`config.mk`:
```
export PLATFORM = sky130hd
export DESIGN_NAME = write_buffer
export DESIGN_NICKNAME = d
export VERILOG_FILES = /design/src/rtl/write_buffer.sv
export SDC_FILE = /design/constraint.sdc
export NUM_CORES = 2
export LEC_CHECK = 0
export BUFFER_PORTS_ARGS = -buffer_cell sky130_fd_sc_hd__clkbuf_2
export CORE_MARGIN = 4
export CORE_UTILIZATION = 40
export CTS_CLUSTER_DIAMETER = 150
export DETAILED_ROUTE_END_ITERATION = 8
export PLACE_DENSITY = 0.55
export SYNTH_ARGS = -nofsm -noshare
export SYNTH_HDL_FRONTEND = slang
export SYNTH_SLANG_ARGS = --single-unit
```
`constraint.sdc`:
```
create_clock -name i_clock -period 5.3 [get_ports i_clock]
set_input_delay 1.06 -clock i_clock [delete_from_list [all_inputs] [get_ports i_clock]]
set_output_delay 1.06 -clock i_clock [all_outputs]
set_load 0.01 [all_outputs]
```
`src/rtl/write_buffer.sv`:
```
// write_buffer: posted-write FIFO between an upstream requester and a downstream bus.
//   Clock/reset : i_clock (rising edge), i_reset (async, active-low)
//   Upstream    : i_rw, i_request, i_address, i_wdata, i_wmask, i_cached -> o_ready, o_rdata
//   Downstream  : o_bus_rw, o_bus_request, o_bus_address, o_bus_wdata, o_bus_wmask <- i_bus_ready, i_bus_rdata
//   Status      : o_empty, o_full
module write_buffer #(
  parameter int DEPTH         = 32,
  parameter int ADDRESS_WIDTH = 32,
  parameter int STALL_READ    = 1
) (
  input  logic                     i_clock,
  input  logic                     i_reset,
  output logic                     o_empty,
  output logic                     o_full,
  input  logic                     i_cached,
  output logic                     o_bus_rw,
  output logic                     o_bus_request,
  output logic [ADDRESS_WIDTH-1:0] o_bus_address,
  output logic [31:0]              o_bus_wdata,
  output logic [3:0]               o_bus_wmask,
  input  logic                     i_bus_ready,
  input  logic [31:0]              i_bus_rdata,
  input  logic                     i_rw,
  input  logic                     i_request,
  input  logic [ADDRESS_WIDTH-1:0] i_address,
  input  logic [31:0]              i_wdata,
  input  logic [3:0]               i_wmask,
  output logic                     o_ready,
  output logic [31:0]              o_rdata
);
  localparam int PW = $clog2(DEPTH);
  localparam int CW = PW + 1;
  localparam int EW = ADDRESS_WIDTH + 36;
  typedef enum logic [2:0] {IDLE, WAIT_DRAIN, BUS_ACCESS, ACK, WAIT_RELEASE} ctl_t;
  typedef enum logic [1:0] {D_IDLE, D_BUSY, D_RELEASE} drn_t;
  ctl_t ctl_q, ctl_d;
  drn_t drn_q, drn_d;
  logic [EW-1:0] mem_q [DEPTH];
  logic [PW-1:0] wr_ptr_q, rd_ptr_q;
  logic [CW-1:0] count_q;
  logic bus_req_q, bus_req_d, bus_rw_q, bus_rw_d;
  logic [ADDRESS_WIDTH-1:0] bus_addr_q, bus_addr_d, head_addr;
  logic [31:0] bus_wdata_q, bus_wdata_d, head_wdata, rdata_q, rdata_d;
  logic [3:0] bus_wmask_q, bus_wmask_d, head_wmask;
  logic full, bus_idle, cached_wr, can_go, arm, fire, push, launch, drn_launch, pop;
  assign {head_addr, head_wdata, head_wmask} = mem_q[rd_ptr_q];
  assign full      = count_q == CW'(DEPTH);
  // The bus is free only once the previous owner has seen ready fall.
  assign bus_idle  = drn_q == D_IDLE && !bus_req_q && !i_bus_ready;
  assign cached_wr = i_rw && i_cached;
  // Uncached writes and stalling reads need an empty buffer; bypassing reads only a free bus.
  assign can_go    = cached_wr ? !full
                   : bus_idle && (count_q == '0 || (!i_rw && STALL_READ == 0));
  assign arm       = (ctl_q == IDLE && i_request) || ctl_q == WAIT_DRAIN;
  assign fire      = arm && can_go;
  assign push      = fire && cached_wr;
  assign launch    = fire && !cached_wr;
  // Upstream accesses win the bus over the next drain entry.
  assign drn_launch = bus_idle && count_q != '0 && !launch;
  assign pop       = drn_q == D_BUSY && i_bus_ready;
  always_comb begin
    ctl_d = ctl_q;
    case (ctl_q)
      IDLE, WAIT_DRAIN: ctl_d = fire ? (push ? ACK : BUS_ACCESS) : arm ? WAIT_DRAIN : IDLE;
      BUS_ACCESS:       ctl_d = i_bus_ready ? ACK : BUS_ACCESS;
      ACK:              ctl_d = WAIT_RELEASE;
      WAIT_RELEASE:     ctl_d = i_request ? WAIT_RELEASE : IDLE;
      default:          ctl_d = IDLE;
    endcase
  end
  always_comb begin
    drn_d = drn_q;
    case (drn_q)
      D_IDLE:    drn_d = drn_launch ? D_BUSY : D_IDLE;
      D_BUSY:    drn_d = i_bus_ready ? D_RELEASE : D_BUSY;
      D_RELEASE: drn_d = i_bus_ready ? D_RELEASE : D_IDLE;
      default:   drn_d = D_IDLE;
    endcase
  end
  always_comb begin
    bus_req_d   = (launch || drn_launch) ? 1'b1 : (bus_req_q && !i_bus_ready);
    bus_rw_d    = launch ? i_rw      : drn_launch ? 1'b1       : bus_rw_q;
    bus_addr_d  = launch ? i_address : drn_launch ? head_addr  : bus_addr_q;
    bus_wdata_d = launch ? i_wdata   : drn_launch ? head_wdata : bus_wdata_q;
    bus_wmask_d = launch ? i_wmask   : drn_launch ? head_wmask : bus_wmask_q;
    rdata_d     = (ctl_q == BUS_ACCESS && i_bus_ready && !bus_rw_q) ? i_bus_rdata : rdata_q;
  end
  always_ff @(posedge i_clock or negedge i_reset) begin
    if (!i_reset) begin
      ctl_q       <= IDLE;
      drn_q       <= D_IDLE;
      wr_ptr_q    <= '0;
      rd_ptr_q    <= '0;
      count_q     <= '0;
      bus_req_q   <= 1'b0;
      bus_rw_q    <= 1'b0;
      bus_addr_q  <= '0;
      bus_wdata_q <= '0;
      bus_wmask_q <= '0;
      rdata_q     <= '0;
    end else begin
      ctl_q       <= ctl_d;
      drn_q       <= drn_d;
      wr_ptr_q    <= wr_ptr_q + PW'(push);
      rd_ptr_q    <= rd_ptr_q + PW'(pop);
      count_q     <= count_q + CW'(push) - CW'(pop);
      bus_req_q   <= bus_req_d;
      bus_rw_q    <= bus_rw_d;
      bus_addr_q  <= bus_addr_d;
      bus_wdata_q <= bus_wdata_d;
      bus_wmask_q <= bus_wmask_d;
      rdata_q     <= rdata_d;
    end
  end
  always_ff @(posedge i_clock) begin
    if (push) mem_q[wr_ptr_q] <= {i_address, i_wdata, i_wmask};
  end
  assign o_empty       = count_q == '0;
  assign o_full        = full;
  assign o_ready       = ctl_q == ACK;
  assign o_rdata       = rdata_q;
  assign o_bus_request = bus_req_q;
  assign o_bus_rw      = bus_rw_q;
  assign o_bus_address = bus_addr_q;
  assign o_bus_wdata   = bus_wdata_q;
  assign o_bus_wmask   = bus_wmask_q;
endmodule

```
After elaboration in Yosys (flattened, before gate mapping). Memories as Yosys holds them, arrays and structs flattened. Cells that the tools add are included. Widths: inputs -> output; s select.

Flip-flop bits (word level): 123. Bits in writable memories: 2176. Input port bits: 106. Memories kept: 1.

Add/subtract/negate cells: 4. Eq/ne operators: 7. Multiplexer cells: 22. Reduce and logical (&&, ||, !) cells: 28.

Memories: mem_q (depth 32, width 68, rd ports 1, clocked after Yosys merged registers in 0, write ports 1, line 38) `logic [EW-1:0] mem_q [DEPTH];`.

Operators with widths (number): $mux 32 (4); $logic_and 1x1->1 (14); $pmux 3 s4 (1); $add 5x1->5 (2); $mux 1 (10); $mux 4 (2); $add 6x1->6 (1); $eq 3x2->1 const B (2); $eq 6x6->1 const B (1); $logic_not 1->1 (6); $logic_not 6->1 (1); $mux 2 (3); $pmux 2 s3 (1); $reduce_bool 6->1 (1); $sub 6x1->6 (1); $eq 3x1->1 const B (1); $eq 3x3->1 const B (1); $logic_not 3->1 (1); $mux 3 (1); $eq 2x1->1 const B (1); $eq 2x2->1 const B (1); $logic_not 2->1 (1); $logic_or 1x1->1 (2); $reduce_bool 2->1 (1); $reduce_or 2->1 (1).

Depth between registers and ports, before layout.
Depth after elaboration: 11. Mapped depth: 15.

Worst setup path before layout. OpenSTA, ideal clock, no wires.

Path kind: in2reg. From: in i_rw. To: mem mem_q[28][0] in the netlist's numbering, enable pin. Library setup time: 0.495 ns. Arrival time: 5.106 ns. Path slack: -0.301 ns. Stages on the path: 6. Path through: nand2_1 or4b_1 clkbuf_1 or3_1 clkbuf_1 nor2_1.

Cells in the longest elaborated chain, start to end: 6.

Ends and longest elaborated chain: start, declared (line 23) `input logic i_rw,`; $logic_and 1x1->1 (*) (line 50) `assign cached_wr = i_rw && i_cached;`; $mux 1 (line 52) `assign can_go = cached_wr ? !full`; $logic_and 1x1->1 (line 55) `assign fire = arm && can_go;`; $logic_and 1x1->1 (*) (line 56) `assign push = fire && cached_wr;`; $mux 1 (*) (line 116) `if (push) mem_q[wr_ptr_q] <= {i_address, i_wdata, i_wmask};`; $mux 1 (not written as such) (*) (line 116); end, declared (line 38).

Mark *: on every way between the ends. The rest lies on a longest branch, timed or not.

Worst setup path after layout.
From: reg count_q[2]. To: mem mem_q[11][33] in the netlist's numbering, enable pin.

Cells in the longest elaborated chain, start to end: 7.

Ends and longest elaborated chain: start, declared (line 40) `logic [CW-1:0] count_q;`; start signal, assigned (line 106) `count_q <= count_q + CW'(push) - CW'(pop);`; $eq 6x6->1 or $logic_not 6->1 (tied branches) (line 47, 53); $logic_not 1->1 or $logic_and 1x1->1 (tied branches) (line 52, 53); $mux 1 (*) (line 52); $logic_and 1x1->1 (*) (line 55); $logic_and 1x1->1 (*) (line 56); $mux 1 (*) (line 116); $mux 1 (not written as such) (*) (line 116).

Marked as above.

==> out/results.ini <==
[worst_setup_path]
cp_max_fo=22
worst_path_max_delay_cell=nor2_4
cpPeakStageDelay_ns=0.86
crit_type=reg -> reg
worstPathCellList=inv_1, ha_1, nor4bb_1, or4b_1, inv_1, nand3_1, nor2_4, buf_12
cp.arrival_ns=4.26
crit_family=simple AND/OR/NAND/NOR gates
cp-end-kind=flop
cp-start-kind=flop
worst_path_most_repeated_cell=inv_1
path_buf_inv=3
required_ns=5.82

[routing]
wirelength_um=230000
drt-pass1-iter-count=5
drt-initial-drc-count=4463
drc=0
ant_nets=0
wl_per_cell_um=31.1
via_per_inst=5.79
vias=42800

[sta]
timing.final.crit_share_pct=70.6
fmax_mhz=267
post-route-min-period_ns=3.74
hold_viol=0
hold_ws_ns=0.206
worst_pin_slew_ns=1.28
max_slew_margin_pct=14.8
setup_viol=0
skew_ns=0.0265
maxSlewViolCount=0
rsz0062_at_grt=no

[yosys]
synth.net_count=4128
ys_async_sr_fraction_pct=5.35
dominantRegCellSynth=edfxtp_1
ys_ff_latch=2299
synth_area_um2=87500
ys_warn_count=0
synth_edf_count=2176
ys_seq_area_share_pct=78.2
synthDistinctLibCells=47
syn_area_per_cell_um2=21.8
syn-instance-count=4008

[floorplan]
core_area_um2=217000
die_w_um=476
ios=211
initial_utilization_pct=40.2
rows=171
die_y_um=476
die-area_um2=226000

[clocking]
htree_num_levels=4
clock-sinks=2299
cts_root_buf=clkbuf_16
postCtsHoldBufs=0
cts_inserted_buffers=229
cts.clk_slew.worst_paths_ns=0.06
cts_tree=built
clock_latency_ns=0.85
clk_path_buf_depth=3
cts_setup_buffers=0
cts_resized=0

[place]
dp.cells=6963
dp_hpwl_um=130000
gp_congestion=0.767
numPortBuffers=210

[grt]
grt_pass1_vias=43500
grt_pass1_wl_um=328000
grt_overflow=0
antenna_found_initial=11
grt_max_degree=98
grt_usage_pct=20.2

[power_and_ir_drop]
peakVddDrop_mv=0.386
p_leak_nw=32.5
powerDensity_nw_per_um2=502

[hold_path]
holdCritPathClass=in -> async

[job]
maxCapViolations=0

[outcome]
status=completed

[layout]
syn_to_final_growth_pct=14.4
layout.cells.non_filler=7391
post_route_cells_drive_above_1_share_pct=25.4
nNetsFinal=4460

==> layer usage <==
metal	wire length, um	share of wire (%)	vias up	global-route usage, %
li1	-	-	17700	-
met1	100000	44	23300	29.3
met2	111000	49	1516	32.9
met3	14200	6.2	254	3.07
met4	3600	1.6	2	3.88
met5	13	0.0057	-	0
==> power breakdown <==
| group | switching, mW | internal [mW] | total [mW] |
|---|---|---|---|
| Sequential | 0.693 | 20.6 | 21.3 |
| Combinational | 7.59 | 5.57 | 13.2 |
| Clock | 6.74 | 9.01 | 15.8 |
==> layout make-up <==
class	count	area (um^2)
multi-input cells	1454	18000
fillers	18100	117000
inverters	14	52.6
well taps	2854	3570
clock buffers	313	6260
repair buffers	342	2700
flip-flops and latches	2299	68400
diodes	4	10.0
clock inverters	111	1020
==> final timing paths <==
check,cells after the start,end,from,slack [ns]
min in group i_clock,2,o_rdata[25],i_bus_rdata[25],0.44
max reg2reg,8,mem_q[11][33],count_q[2],1.56
min,1,drn_q[0],i_reset,0.21
max in group asynchronous,2,o_bus_address[27],i_reset,4.06
min reg2reg,1,o_rdata[24],o_rdata[24],0.49
max,8,mem_q[11][33],count_q[2],1.56
==> kinds of logic (layout without fill, tap and decap cells) <==
kind of cell / Yosys count / after routing / share of synthesized area [%]
multiplexers: 742 / 742 / 14.4
flip-flops: 2299 / 2299 / 78.2
buffers and inverters: 255 / 780 / 1.52
XOR/XNOR: 10 / 10 / 0.100
adder cells (fa/ha/maj): 14 / 14 / 0.209
AO/OA/AOI/OAI: 551 / 551 / 4.80
AND/OR/NAND/NOR: 137 / 137 / 0.754
other: 0 / 4 / 0
==> synthesized netlist by cell type, types with 20 or more instances <==
cell type / instances / area, um^2
a22o_1: 53 / 464
a21o_1: 21 / 158
o221ai_1: 54 / 473
o21ai_0: 23 / 115
a22oi_1: 87 / 653
nand2_1: 39 / 146
a211oi_1: 140 / 1050
buf_2: 52 / 260
a21oi_1: 22 / 110
o22ai_1: 68 / 425
nand3_1: 21 / 105
dfrtp_1: 123 / 3080
mux2_2: 35 / 394
edfxtp_1: 2176 / 65300
mux4_2: 408 / 9190
buf_6: 20 / 225
buf_4: 41 / 308
clkbuf_1: 115 / 432
mux2i_1: 287 / 2870
a221o_1: 49 / 490
nor2_1: 46 / 173
==> through the flow <==
stage	setup WS (ns)	setup TNS, ns	instance area (um^2)	util [%]	power (mW)
after floorplan	-0.301	-304.26	87500	-	30.2
after global placement	1.09	0	92800	42.7	35.1
after detailed placement	1.07	0	92800	42.7	35.1
after CTS	1.51	0	100000	46.0	50.8
after global routing	1.33	0	100000	46.0	52.3
final	1.56	0	100000	46.0	50.2
==> placed cells by master, fill, tap and decap left out, types with 40 or more instances in the layout <==
cell type  synthesis  layout
a22o_1            53      53
buf_4             41      80
mux2i_1          287     287
clkbuf_1         115      66
o22ai_1           68      68
a211oi_1         140     140
clkbuf_16          0     232
o221ai_1          54      54
buf_12             0      52
dfrtp_1          123     119
mux4_2           408     408
edfxtp_1        2176    2176
clkbuf_2           0     209
clkinv_1           0      40
a22oi_1           87      87
a221o_1           49      49
==> flip-flops by register name (all words and copies together), names as in the netlist <==
register       flops
count_q            6
mem_q           2176
o_bus_address     32
o_bus_request      1
rd_ptr_q           5
o_bus_wdata       32
ctl_q              3
o_bus_wmask        4
o_rdata           32
wr_ptr_q           5
o_bus_rw           1
drn_q              2
==> worst register-to-register path: stages, from the launching register on <==
cell and delay (ns):
dfrtp_1 0.35, inv_1 0.06, ha_1 0.20, nor4bb_1 0.17
or4b_1 0.72, inv_1 0.15, nand3_1 0.60, nor2_4 0.86
buf_12 0.28
Note: power is estimated with default switching activity, not from simulation.
